===== src/rtl/ysyx_24110015_mem_arbiter.sv =====
// IFU/LSU arbiter onto a single memory port, with registered responses and timeout.
// Define MEM_ARB_RR_EN for round-robin tie-break; default build gives LSU fixed priority.
module ysyx_24110015_mem_arbiter #(
  parameter int ADDR_W  = 32,
  parameter int DATA_W  = 32,
  parameter int TIMEOUT = 255
) (
  input  logic                clk,
  input  logic                rst,
  input  logic                ifu_req_valid,
  output logic                ifu_req_ready,
  input  logic [ADDR_W-1:0]   ifu_addr,
  output logic                ifu_resp_valid,
  output logic [DATA_W-1:0]   ifu_rdata,
  output logic                ifu_resp_err,
  input  logic                lsu_req_valid,
  output logic                lsu_req_ready,
  input  logic [ADDR_W-1:0]   lsu_addr,
  input  logic                lsu_wen,
  input  logic [DATA_W-1:0]   lsu_wdata,
  input  logic [DATA_W/8-1:0] lsu_wmask,
  output logic                lsu_resp_valid,
  output logic [DATA_W-1:0]   lsu_rdata,
  output logic                lsu_resp_err,
  output logic                mem_req_valid,
  input  logic                mem_req_ready,
  output logic [ADDR_W-1:0]   mem_addr,
  output logic                mem_wen,
  output logic [DATA_W-1:0]   mem_wdata,
  output logic [DATA_W/8-1:0] mem_wmask,
  input  logic                mem_resp_valid,
  input  logic [DATA_W-1:0]   mem_rdata
);

  localparam logic [15:0] TO_LAST = 16'(TIMEOUT - 1);

  typedef enum logic [2:0] {
    IDLE,
    REQ_IFU,
    REQ_LSU,
    WAIT_IFU,
    WAIT_LSU
  } state_t;

  state_t            state, state_nxt;
  logic [15:0]       cnt, cnt_nxt;
  logic              st_store, st_store_nxt;
  logic              lsu_tie_win;
  logic              done_ifu, done_lsu, done_err;
  logic [DATA_W-1:0] done_data;

`ifdef MEM_ARB_RR_EN
  // Remembers who was granted last; that master loses the next tie.
  logic last_ifu;

  always_ff @(posedge clk) begin
    if (rst)
      last_ifu <= 1'b1;
    else if (state == IDLE && state_nxt != IDLE)
      last_ifu <= (state_nxt == REQ_IFU);
  end

  assign lsu_tie_win = last_ifu;
`else
  assign lsu_tie_win = 1'b1;
`endif

  always_comb begin
    state_nxt     = state;
    cnt_nxt       = cnt;
    st_store_nxt  = st_store;
    mem_req_valid = 1'b0;
    mem_addr      = '0;
    mem_wen       = 1'b0;
    mem_wdata     = '0;
    mem_wmask     = '0;
    ifu_req_ready = 1'b0;
    lsu_req_ready = 1'b0;
    done_ifu      = 1'b0;
    done_lsu      = 1'b0;
    done_err      = 1'b0;
    done_data     = '0;
    unique case (state)
      IDLE: begin
        if (lsu_req_valid && (!ifu_req_valid || lsu_tie_win))
          state_nxt = REQ_LSU;
        else if (ifu_req_valid)
          state_nxt = REQ_IFU;
      end
      REQ_IFU: begin
        mem_req_valid = ifu_req_valid;
        mem_addr      = ifu_addr;
        ifu_req_ready = mem_req_ready;
        if (!ifu_req_valid) begin
          state_nxt = IDLE;
        end else if (mem_req_ready) begin
          state_nxt = WAIT_IFU;
          cnt_nxt   = '0;
        end
      end
      REQ_LSU: begin
        mem_req_valid = lsu_req_valid;
        mem_addr      = lsu_addr;
        mem_wen       = lsu_wen;
        mem_wdata     = lsu_wdata;
        mem_wmask     = lsu_wmask;
        lsu_req_ready = mem_req_ready;
        if (!lsu_req_valid) begin
          state_nxt = IDLE;
        end else if (mem_req_ready) begin
          state_nxt    = WAIT_LSU;
          cnt_nxt      = '0;
          st_store_nxt = lsu_wen;
        end
      end
      WAIT_IFU: begin
        if (mem_resp_valid) begin
          done_ifu  = 1'b1;
          done_data = mem_rdata;
          state_nxt = IDLE;
        end else if (cnt == TO_LAST) begin
          done_ifu  = 1'b1;
          done_err  = 1'b1;
          state_nxt = IDLE;
        end else begin
          cnt_nxt = cnt + 16'd1;
        end
      end
      WAIT_LSU: begin
        if (mem_resp_valid) begin
          done_lsu  = 1'b1;
          done_data = st_store ? '0 : mem_rdata;
          state_nxt = IDLE;
        end else if (cnt == TO_LAST) begin
          done_lsu  = 1'b1;
          done_err  = 1'b1;
          state_nxt = IDLE;
        end else begin
          cnt_nxt = cnt + 16'd1;
        end
      end
      default: state_nxt = IDLE;
    endcase
  end

  always_ff @(posedge clk) begin
    if (rst) begin
      state          <= IDLE;
      cnt            <= '0;
      st_store       <= 1'b0;
      ifu_resp_valid <= 1'b0;
      ifu_rdata      <= '0;
      ifu_resp_err   <= 1'b0;
      lsu_resp_valid <= 1'b0;
      lsu_rdata      <= '0;
      lsu_resp_err   <= 1'b0;
    end else begin
      state          <= state_nxt;
      cnt            <= cnt_nxt;
      st_store       <= st_store_nxt;
      ifu_resp_valid <= done_ifu;
      ifu_rdata      <= done_ifu ? done_data : '0;
      ifu_resp_err   <= done_ifu & done_err;
      lsu_resp_valid <= done_lsu;
      lsu_rdata      <= done_lsu ? done_data : '0;
      lsu_resp_err   <= done_lsu & done_err;
    end
  end

endmodule


===== config.mk =====
export PLATFORM = sky130hd
export DESIGN_NAME = ysyx_24110015_mem_arbiter
export DESIGN_NICKNAME = d
export VERILOG_FILES = /design/src/rtl/ysyx_24110015_mem_arbiter.sv
export SDC_FILE = /design/constraint.sdc
export NUM_CORES = 1
export LEC_CHECK = 0
export CORE_UTILIZATION = 33
export DETAILED_ROUTE_END_ITERATION = 8
export GPL_ROUTABILITY_DRIVEN = 0
export GPL_TIMING_DRIVEN = 1
export PLACE_DENSITY = 0.9
export SYNTH_ARGS = -nofsm -noshare
export SYNTH_HDL_FRONTEND = slang
export SYNTH_SLANG_ARGS = --single-unit

===== constraint.sdc =====
create_clock -name clk -period 2.45 [get_ports clk]
set_clock_uncertainty 0.2 [all_clocks]
set_input_delay 0.245 -clock clk [delete_from_list [all_inputs] [get_ports clk]]
set_output_delay 0.245 -clock clk [all_outputs]
set_load 0.005 [all_outputs]

## Word level (Yosys, flattened, before mapping)

Index checks and enable logic that the tools add are counted.

| cells by class | value |
|---|---|
| bitwise operators | 4 |
| mux-type cells | 32 |
| reductions and logical operators | 8 |
| $add $sub $neg | 1 |
| equality and inequality tests | 13 |

Operators with widths:

| kind | number |
|---|---|
| $mux W32 | 4 |
| $pmux W32 S2 | 2 |
| $mux W16 | 5 |
| $pmux W16 S3 | 1 |
| $mux W3 | 8 |
| $add A16 B1 Y16 const B | 1 |
| $eq A16 B8 Y1 const B | 1 |
| $pmux W3 S4 | 1 |
| $mux W1 | 9 |
| $ne A3 B3 Y1 const B | 3 |
| $ne A2 B2 Y1 const B | 4 |
| $eq A3 B2 Y1 const B | 2 |
| $reduce_or A2 Y1 | 3 |
| $reduce_and A5 Y1 | 1 |
| $mux W4 | 1 |
| $reduce_and A4 Y1 | 1 |
| $eq A3 B1 Y1 const B | 1 |
| $eq A3 B3 Y1 const B | 1 |
| $logic_not A3 Y1 | 1 |
| $ne A3 B1 Y1 const B | 1 |
| $reduce_and A3 Y1 | 1 |
| $reduce_bool A3 Y1 | 1 |
| $and A1 B1 Y1 | 2 |
| $not A1 Y1 | 2 |
| $pmux W1 S2 | 1 |

| storage, ports and cells | value |
|---|---|
| input port bits | 139 |
| flip-flop bits (word level) | 88 |
| word-level logic and storage cells | 67 |
| output and inout port bits | 140 |

## Depth between registers and ports, before layout

| logic depth | value |
|---|---|
| depth after elaboration | 6 |
| mapped depth | 8 |

## Worst setup path before layout

OpenSTA, ideal clock, no wires.

| timing path | value |
|---|---|
| path type | register to output |
| start | reg state[0] |
| end | out mem_addr[0] |
| data required time | 2005 ps |
| stages on the path, launching flop included | 6 |
| arrival time | 1488 ps |
| path slack | 517 ps |
| path buffers | 2 |
| path through | dfxtp_1 > clkbuf_1 > inv_1 > nor3_1 > buf_2 > a22o_1 |

| on the way | value |
|---|---|
| longest elaborated chain between the ends | 2 |
| elaborated cells on any way between the ends | 3 |

RTL lines:

| what | RTL line | source |
|---|---|---|
| start: declaration | 45 | `state_t state, state_nxt;` |
| start signal: assignment | 158 | `state <= state_nxt;` |
| $eq A3 B2 Y1 or $eq A3 B1 Y1 (tied branches) | 83 | `unique case (state)` |
| $pmux W32 S2 (*) | 83 |  |
| end: declaration | 27 | `output logic [ADDR_W-1:0] mem_addr,` |

Mark *: on every way between the ends. The rest lies on a longest branch, timed or not.

## Worst setup path in the final report

| timing path | value |
|---|---|
| start | reg state[2] |
| end | out mem_wen |

| on the way | value |
|---|---|
| longest elaborated chain between the ends | 2 |

RTL lines:

| what | RTL line | source |
|---|---|---|
| $eq A3 B2 Y1 | 83 |  |
| $mux W1 | 83 |  |
| end: declaration | 28 | `output logic mem_wen,` |

No other way between the ends.

==> summary.md <==
| Metric | Value |
|---|---|
| Status | finished, final reports clean |
| Diodes inserted | 0 |
| Final core occ | 0.670 |
| # port buffers | 278 |
| Max cap viols | 0 |
| Worst Path Required | 2.01 ns |
| H-tree Lvls | 3 |
| Initial Util | 0.340 |
| Startpoint Class | flop |
| Mux contribution to synthesized area | 0.00811 |
| Final hold violation count | 0 |
| Worst R2R Start | state[2]$_SDFFE_PP0P_ |
| Synth Area in XOR/XNOR | 0 |
| Clock transition at path regs | 0.09 ns |
| Synth warnings | 0 |
| CTS Sinks | 88 |
| RSZ-0062 raised after global routing | no |
| Total Power | 3.12 mW |
| Maximum clock path buffer count | 2 |
| Syn nets | 543 |
| Total number of vias | 4434 |
| Die Y | 108 microns |
| Synth Flop Type | dfxtp_1 |
| Number of cell rows | 38 |
| P_leak | 3.81 nW |
| HP Class | primary input to flop |
| Crit path from | state[2]$_SDFFE_PP0P_ |
| Crit. End Element | output port |
| WL/cell | 20.7 microns |
| Clk_lat worst skew | 0.36 ns |
| CP arrival | 1.96 ns |
| Average vias per placed instance | 5.27 |
| Max-slew violations | 0 |
| Final ANT Viol Nets | 0 |
| Die area | 11600 sq um |
| CTS tree | built |
| Post-route DRC | 0 |
| Main combinational cell family by area after synthesis | simple AND/OR/NAND/NOR gates |
| Top-Level Pins | 279 |
| Nets | 838 |
| CP Class | flop to output port |
| Root Driver | clkbuf_8 |
| Max_slew headroom | 0.638 |
| TNS Setup | 0 ns |
| Sequential area share after synthesis | 0.476 |
| DRT Pass-1 Iters | 5 |
| Mapped cell area | 3700 sq um |
| Hold_sp | mem_rdata[5] |
| VDD IR max | 0.000346 V |
| Compound-Gate Fraction of Synth Area | 0.163 |
| Largest net degree at the start of global routing | 65 |
| First-pass GRT wire length | 25000 microns |
| Most common cell after layout, fill and taps aside | clkdlybuf4s50_1 |
| Final global-route overflow total | 0 |
| Ys async rst share | 0 |
| Setup violations, final | 0 |
| Post-synth cell types | 44 |
| Area after DPL | 6690 sq um |
| Chip width | 108 microns |
| Crit path max fanout | 8 |
| Core area | 10900 sq um |
| Design Area, Final | 7290 sq um |
| Share of cells above drive strength 1 | 0.0970 |
| Yosys reg bits | 88 |
| Hpwl dp | 13200 microns |
| Initial DRC count | 364 |
| Vias in the first global route | 4331 |
| Fin crit share | 0.980 |
| Number of flops mapped to enable cells by yosys | 0 |
| Adder-cell share of the synthesized area | 0.00676 |
| Hold-fix buffers, CTS | 0 |
| FMAX | 416 MHz |
| Clock buffer count from CTS | 9 |
| Avg Inst Size Synth | 9.21 sq um |
| Post-layout min period | 2.40 ns |
| Antenna violations before repair | 1 |
| Slew @ Worst Pin | 0.539 ns |
| Simple-gate portion of the synthesized area | 0.303 |
| GRT Total Usage | 0.295 |
| Post-Syn Instances | 402 |
| Pwr Density | 428 nW/um^2 |
| Routed wire length | 17400 microns |
| Layout area overhead | 96.9% |
| Most frequent cells in the layout | clkdlybuf4s50_1, dfxtp_1, and3_1, dlymetal6s2s_1, and2_1 |
through the flow:
step | hold slack [ns] | setup slack, ns | cells
2_1_floorplan | 0.189 | 0.517 | 402
3_3_place_gp | 0.278 | 0.0785 | 806
3_5_place_dp | 0.285 | 0.0109 | 806
4_1_cts | 0.262 | -0.0823 | 836
5_1_grt | 0.261 | 0.00174 | 841
6_report | 0.274 | 0.0479 | 841
where the power goes:
| part | total (mW) | switching [mW] | leakage (nW) | internal, mW |
|---|---|---|---|---|
| Sequential | 1.45 | 0.00843 | 0.711 | 1.44 |
| Combinational | 0.800 | 0.314 | 3.02 | 0.486 |
| Clock | 0.873 | 0.510 | 0.0821 | 0.363 |
what timing repair did:
action                     4_1_cts  5_1_grt
setup endpoints to repair       71       50
buffers inserted                10        5
cloned                           5        0
pin swaps                        1        1
gates resized for setup         45       50
registers in the layout (all words and copies together), names as in the netlist:
signal and cells:
st_store 1, cnt 16, lsu_resp_valid 1, ifu_resp_valid 1
ifu_rdata 32, lsu_rdata 32, state 3, ifu_resp_err 1
lsu_resp_err 1
path summary, 6_finish.rpt:
check,cells after the start,slack (ns),endpoint
max,6,0.05,mem_wen
min,2,0.27,lsu_rdata[5]$_SDFF_PP0_
max reg2reg,7,0.06,cnt[11]$_SDFFE_PP0P_
min reg2reg,1,0.31,cnt[15]$_SDFFE_PP0P_
metal layers:
metal / up-vias / global-route usage / wire length, microns
li1: 2060 / - / -
met1: 2058 / 0.329 / 6510
met2: 268 / 0.524 / 8670
met3: 46 / 0.0944 / 1580
met4: 2 / 0.110 / 594
met5: - / 0 / 13
logic make-up (layout without fill, tap and decap cells):
group,after synthesis,after routing
compound gates,78,78
fa+ha+maj,2,2
flops,88,88
simple gates,193,193
mux,3,3
buf+inv,38,337
cell usage after synthesis (2+ instances only):
cell type	n	area share
and3_1	69	0.12
ha_1	2	0.0068
and4_1	2	0.0047
a211oi_1	4	0.0081
a21oi_1	13	0.018
nor2_1	19	0.019
o21ai_0	5	0.0068
and2_1	41	0.069
inv_1	6	0.0061
a22o_1	34	0.080
nand2_1	12	0.012
a211o_1	3	0.0071
nor3_1	17	0.023
a41oi_1	2	0.0047
nand4b_1	2	0.0047
buf_2	8	0.011
a31oi_1	5	0.0084
nand4_1	5	0.0084
mux2i_1	3	0.0081
nor4_1	2	0.0034
dfxtp_1	88	0.48
clkbuf_1	22	0.022
o21bai_1	2	0.0041
and4b_1	2	0.0054
nand2b_1	3	0.0051
nand3_1	12	0.016
nand3b_1	2	0.0041
worst max-delay path, cell delays in order, from the launching register on:
cell and delay (ns):
dfxtp_4 0.35, nand2b_4 0.16, nor2_4 0.13, buf_12 0.14, buf_16 0.14, and2_1 0.14, clkdlybuf4s50_1 0.55
cell type report:
cell class                 instances  area, sq um
multi-input combinational        276         1860
timing repair buffer             315         3300
tap                              140          175
sequential                        88         1770
fill                             819         3600
inverter                           7         26.3
clock inverter                     5         35.0
clock buffer                      10          128
No activity file was read; power rests on OpenSTA's default activity.
